===== src/rtl/acc_feeder.sv =====
// Operand sequencer for the accumulator core: reads a run of N operands from a
// synchronous-read memory and streams them on run/valid/number, then pulses done.
module acc_feeder #(
    parameter int IN_DATA_WIDTH = 8,
    parameter int AWIDTH        = 8
) (
    input  logic                     clk,
    input  logic                     reset_n,
    input  logic                     start_i,
    input  logic [AWIDTH-1:0]        base_addr_i,
    input  logic [AWIDTH-1:0]        num_cnt_i,
    output logic                     ce_o,
    output logic [AWIDTH-1:0]        addr_o,
    input  logic [IN_DATA_WIDTH-1:0] q_i,
    output logic                     run_o,
    output logic                     valid_o,
    output logic [IN_DATA_WIDTH-1:0] number_o,
    output logic                     idle_o,
    output logic                     done_o,
    output logic [1:0]               state_o
);

    localparam logic [1:0] S_IDLE  = 2'd0;
    localparam logic [1:0] S_FETCH = 2'd1;
    localparam logic [1:0] S_DRAIN = 2'd2;
    localparam logic [1:0] S_DONE  = 2'd3;

    logic [1:0]        r_state;
    logic [1:0]        w_state_nxt;
    logic [AWIDTH-1:0] r_addr;
    logic [AWIDTH-1:0] r_cnt;
    logic              r_valid;

    // Handshake: start_i is a request taken only in IDLE (no ready/backpressure);
    // valid_o marks each data beat on number_o and is only ever high while run_o is high.
    always_comb begin
        w_state_nxt = r_state;
        case (r_state)
            S_IDLE: begin
                if (start_i) begin
                    w_state_nxt = (num_cnt_i != '0) ? S_FETCH : S_DONE;
                end
            end
            S_FETCH: begin
                if (r_cnt == AWIDTH'(1)) begin
                    w_state_nxt = S_DRAIN;
                end
            end
            S_DRAIN: w_state_nxt = S_DONE;
            S_DONE:  w_state_nxt = S_IDLE;
            default: w_state_nxt = S_IDLE;
        endcase
    end

    always_ff @(posedge clk or negedge reset_n) begin
        if (!reset_n) begin
            r_state <= S_IDLE;
            r_addr  <= '0;
            r_cnt   <= '0;
            r_valid <= 1'b0;
        end else begin
            r_state <= w_state_nxt;
            // Memory returns data one cycle after the read, so valid lags ce by one.
            r_valid <= (r_state == S_FETCH);
            case (r_state)
                S_IDLE: begin
                    if (start_i) begin
                        r_addr <= base_addr_i;
                        r_cnt  <= num_cnt_i;
                    end
                end
                S_FETCH: begin
                    r_addr <= r_addr + AWIDTH'(1);
                    r_cnt  <= r_cnt - AWIDTH'(1);
                end
                default: ;
            endcase
        end
    end

    assign ce_o     = (r_state == S_FETCH);
    assign run_o    = (r_state == S_FETCH) || (r_state == S_DRAIN);
    assign idle_o   = (r_state == S_IDLE);
    assign done_o   = (r_state == S_DONE);
    assign addr_o   = r_addr;
    assign valid_o  = r_valid;
    assign number_o = q_i;
    assign state_o  = r_state;

endmodule


===== config.mk =====
export PLATFORM = sky130hd
export DESIGN_NAME = acc_feeder
export DESIGN_NICKNAME = d
export VERILOG_FILES = /design/src/rtl/acc_feeder.sv
export SDC_FILE = /design/constraint.sdc
export NUM_CORES = 1
export LEC_CHECK = 0
export ABC_AREA = 1
export CELL_PAD_IN_SITES_DETAIL_PLACEMENT = 0
export CELL_PAD_IN_SITES_GLOBAL_PLACEMENT = 2
export CORE_MARGIN = 5
export CORE_UTILIZATION = 26
export CTS_BUF_LIST = sky130_fd_sc_hd__clkbuf_16
export CTS_CLUSTER_DIAMETER = 40
export DETAILED_ROUTE_END_ITERATION = 8
export PLACE_DENSITY = 0.89
export SLEW_MARGIN = 20
export SYNTH_ARGS = -nofsm -noshare
export SYNTH_HDL_FRONTEND = slang
export SYNTH_SLANG_ARGS = --single-unit

===== constraint.sdc =====
create_clock -name clk -period 2.3 [get_ports clk]
set_input_delay 0.69 -clock clk [delete_from_list [all_inputs] [get_ports clk]]
set_output_delay 0.69 -clock clk [all_outputs]
set_load 0.02 [all_outputs]

# Word-level counts from Yosys, hierarchy flattened
# Cells that the tools add are included.
# W data, S select, Z words.
[totals]
regBits = 19
in_bits = 27
output_inout_bits = 23
elab_cells = 26
[op_classes]
eq_ne = 6
reduce_logical = 6
addsub = 2
muxes = 8
[ops]
columns = ["operator", "n"]
rows = [
  ["$pmux W8 S2", 2],
  ["$mux W8", 2],
  ["$add A8 B1 Y8 const B", 1],
  ["$eq A8 B1 Y1 const B", 1],
  ["$pmux W2 S4", 1],
  ["$reduce_bool A8 Y1", 1],
  ["$sub A8 B1 Y8 const B", 1],
  ["$mux W2", 3],
  ["$eq A2 B2 Y1 const B", 2],
  ["$reduce_and A2 Y1", 2],
  ["$eq A2 B1 Y1 const B", 1],
  ["$logic_not A2 Y1", 1],
  ["$ne A2 B1 Y1 const B", 1],
  ["$ne A2 B2 Y1 const B", 1],
  ["$reduce_bool A2 Y1", 1],
  ["$logic_or A1 B1 Y1", 1],
]

# Depth between registers and ports, before layout
# Gate-level depths: netlist of run 1.
[depth]
depth_word = 4
depth_mapped = 10
mapped_depth_nobuf = 8

# Worst setup path after synthesis of run 1
# OpenSTA, ideal clock, no wires.
[synth_path]
path_type = "register -> register"
start = "reg r_state[1], in the netlist state_o[1]"
end = "reg r_cnt[2]"
path_buffers = 2
setup_ps = 126
arrival_time_ps = 1582
t_required_ps = 2174
slack_ps = 592
path_stages_with_launch = 10
synth_period_minus_slack_ps = 1708
cell_sequence = "dfrtp_1 -> inv_1 -> ha_1 -> buf_6 -> inv_4 -> nand2_4 -> o21a_4 -> buf_6 -> o21ai_1 -> o22ai_2"
[synth_between]
elab_chain_len = 3
word_cells_on_any_way = 6
classes_between = "eq/ne (2); mux (1); reduce/logical (3)"
[synth_rtl]
columns = ["item", "line_no", "source"]
rows = [
  ["from (decl)", "28", "logic [1:0] r_state;"],
  ["from (signal assigned)", "62", "r_state <= w_state_nxt;"],
  ["$eq A2 B1 Y1 *", "--", ""],
  ["via ce_o", "12", "output logic ce_o,"],
  ["$reduce_bool A2 Y1 (no source line)", "--", ""],
  ["$reduce_and A2 Y1 (no source line)", "--", ""],
  ["to (signal assigned)", "69", "r_cnt <= num_cnt_i;"],
  ["to (signal assigned)", "74", "r_cnt <= r_cnt - AWIDTH'(1);"],
  ["to (decl)", "31", "logic [AWIDTH-1:0] r_cnt;"],
]
# The timed path passes the listed nets; every way through them passes the cells marked *.
# A chain may end at the register's enable or synchronous reset.

# Worst setup path after layout of run 1
[layout_path]
start = "reg r_state[0], in the netlist state_o[0]"
end = "out done_o"
[layout_between]
elab_chain_len = 1
[layout_rtl]
columns = ["item", "line_no", "source"]
rows = [
  ["$eq A2 B2 Y1", "84", "assign done_o = (r_state == S_DONE);"],
  ["to (decl)", "19", "output logic done_o,"],
]
# No other way between the ends.

==> run_results.csv, run 1 <==
group,metric,value,unit
placed_design,port_buffers,33,
clock_network,path_clk_slew,0.06,ns
synth,async_flop_share,1.00,
sta,fin_crit_sh,0.924,
pwr,irDropWorstVdd,0.477,mV
global_route,met2_usage,0.184,
global_route,grt_usage,0.107,
synth,seq_area_frac_synth,0.335,
detailed_routing,route.detailed.drc,0,
sta,tns,0,ns
placed_design,dp_hpwl,2690,um
synth,synthFlopType,"dfrtp_1",
pwr,combPwrFrac,0.616,
worst_setup_path,r2r_cells,9,
synth,synth_area_leaders,"dfrtp_1 33%, nand2_1 13%, nor2_1 7.4%",
synth,yosysUniqueCellTypes,28,
global_route,use_met1,0.126,
worst_setup_path,crit_fanout,5,
job,drv_cap,0,
pwr,clock_power_share,0.136,
synth,ys_warn_count,0,
detailed_routing,final_antenna_net_count,0,
worst_setup_path,required,1.61,ns
pwr,intPower,1430,uW
synth,syn-cell-area,1420,sq um
die,initial_core_util,0.263,
worst_setup_path,reg2reg_to,"r_cnt[6]",
worst_setup_path,max_stage_delay,0.59,ns
min_path,hold_path_depth,2,
worst_setup_path,reg2reg_from,"state_o[1]",
sta,worstMarginPinSlew,0.319,ns
final_layout,num_antenna_cells,0,
detailed_routing,drtIter0Drc,23,
global_route,antenna_found_initial,0,
global_route,grt_overflow,0,
pwr,power_switching,1360,uW
min_path,min_from,"r_cnt[5]",
die,fp.coreArea,5410,sq um
global_route,grt_pass1_vias,1273,
detailed_routing,wire_per_inst,12.2,um
die,ioPinCount,50,
final_layout,area_growth,29.1,%
worst_setup_path,crit_path_end_kind,"output pin",
clock_network,cts-buffers-inserted,3,
clock_network,cts_sinks,19,
detailed_routing,dr.pass1.iters,4,
synth,synth.most_common_cell,"nand2_1",
detailed_routing,via_per_inst,4.45,
clock_network,cts_tree,"built",
final_layout,final_area,1830,sq um
die,dieArea,7040,sq um
sta,hold_viol,0,
placed_design,place_congestion,0.771,
synth,synth-edff-count,0,
synth,synth_nets,233,
global_route,use_met3,0.0326,
synth,syn-instance-count,198,
detailed_routing,wl,3610,um
clock_network,htreeDepth,1,
synth,syn_area_per_cell,7.17,sq um
synth,ys_ff_latch,19,
worst_setup_path,critPathArrivalTime,1.44,ns
worst_setup_path,cp_num_buf_inv,1,
clock_network,root_buffer,"clkbuf_16",
worst_setup_path,critPathSlowestCell,"clkdlybuf4s50_1",
die,row_count,27,
detailed_routing,num_vias,1312,
clock_network,clk_latency,0.26,ns
final_layout,drive_gt1_frac,0.0897,
die,dieHeight,83.9,um
worst_setup_path,r2r_slack,0.27,ns
min_path,hold_class,"flop to flop",
synth,synth.top_cell.area_share,0.335,
worst_setup_path,crit_type,"flop to output pin",
sta,fin_skew,0.00817,ns
global_route,grt_max_degree,30,
die,die_width,83.9,um
min_path,min_delay_worst_endpoint,"r_cnt[5]",
pwr,p_leak,0.000883,uW
worst_setup_path,cp_cell_sequence,"ha_1, clkdlybuf4s50_1",
final_layout,nets,259,
sta,timing.fmax,470,MHz
worst_setup_path,start_kind,"flop",
worst_setup_path,critPathLaunch,"state_o[0]",
pwr,seqPwrFrac,0.248,
global_route,grt.busiest_layer,"met2",
global_route,grt_pass1_wl,6150,um
synth,netlist.top_cell.by_area,"dfrtp_1",
clock_network,cts_buffer_depth,2,
worst_setup_path,critPathTopFamily,"buffers and inverters",
pwr,powerDensity,1520,nW/um^2
synth,synth_common_cells,"51 x nand2_1, 28 x nor2_1, 21 x inv_1, 19 x dfrtp_1, 15 x nand3_1",
placed_design,post_dp_cell_area,1750,sq um
sta,rsz0062_at_grt,"no",
sta,maxSlewViolCount,0,
sta,fin_crit,2.13,ns
pwr,switching_share,0.487,
sta,relSlewSlack,0.787,
sta,finalSetupViolCount,0,
clock_network,postCtsHoldBufs,0,
status,status,"finished clean",
==> metrics by stage <==
step	hold slack (ns)	cells	total power, uW	util	setup WS (ns)
after global routing	0.568	295	3070	0.339	0.0937
final	0.523	295	2790	0.339	0.174
after floorplan	0.394	198	1990	-	0.592
after CTS	0.530	295	2830	0.338	0.00297
after detailed placement	0.515	291	2460	0.323	0.207
after global placement	0.509	291	2440	0.323	0.233
==> flip-flops by register name (all words and copies together), names as in the netlist <==
signal	cells
r_cnt	8
state_o	2
addr_o	8
valid_o	1
==> cell type report <==
| type | count | area (sq um) |
|---|---|---|
| Clock inverter | 1 | 7.51 |
| Multi-Input combinational cell | 143 | 751 |
| Tap cell | 72 | 90.1 |
| Clock buffer | 3 | 75.1 |
| Inverter | 22 | 85.1 |
| Timing Repair Buffer | 35 | 349 |
| Sequential cell | 19 | 475 |
| Fill cell | 582 | 3570 |
==> worst max-delay path by stage <==
stage                     cells after the start  slack (ns)        to
final                                         2        0.17    done_o
after global routing                          9        0.09  r_cnt[3]
after CTS                                     3       0.003    idle_o
after detailed placement                      3        0.21     run_o
after global placement                        3        0.23     run_o
after floorplan                               9        0.59  r_cnt[2]
==> kinds of logic (layout without fill, tap and decap cells) <==
family / count (synthesis) / in the layout / synth area share
XOR/XNOR: 2 / 2 / 0.0123
buffers and inverters: 36 / 61 / 0.137
flip-flops: 19 / 19 / 0.335
AO/OA/AOI/OAI: 29 / 29 / 0.136
AND/OR/NAND/NOR: 104 / 104 / 0.310
adder cells (fa/ha/maj): 8 / 8 / 0.0705
==> worst min-delay path, stage by stage (launching register included) <==
cell and delay (ns):
dfrtp_1 0.38, nand2_1 0.06, nand2_1 0.05
==> metal layers <==
metal	part of all wire	vias up
li1	-	672
met1	0.45	610
met2	0.49	26
met3	0.053	4
met4	0.014	0
met5	0	-
==> placed cells by master, fill, tap and decap left out, drive strengths merged <==
cell type      netlist  final
a21oi                6      6
a31oi                1      1
buf                 14      2
clkbuf               0      3
clkdlybuf4s50        0     30
clkinvlp             0      1
dfrtp               19     19
dlygate4sd2          0      1
dlymetal6s2s         0      2
ha                   8      8
inv                 22     22
nand2               53     53
nand3               15     15
nand4                3      3
nor2                29     29
nor3                 1      1
o211ai               1      1
o21a                 1      1
o21ai               16     16
o21bai               1      1
o22ai                3      3
or2                  3      3
xor2                 2      2
==> repair_timing <==
action                                  4_1_cts  5_1_grt
gates resized for setup                       1        2
buffers inserted                              0        0
endpoints found under the setup margin        1        2
==> power by group through the flow <==
| stage | registers [uW] | clock network [uW] | logic (uW) |
|---|---|---|---|
| after floorplan | 778 | 0 | 1210 |
| after global placement | 697 | 0 | 1740 |
| after detailed placement | 699 | 0 | 1760 |
| after CTS | 694 | 386 | 1750 |
| after global routing | 728 | 401 | 1940 |
| final | 691 | 380 | 1720 |
(Power assumes the default switching activity.)
==> inputs of run 2 (changes only) <==
ABC_CLOCK_PERIOD_IN_PS = 2300   (was default)
==> results of run 2 <==
The final DEF is identical to that of run 1; final timing and power are the same.
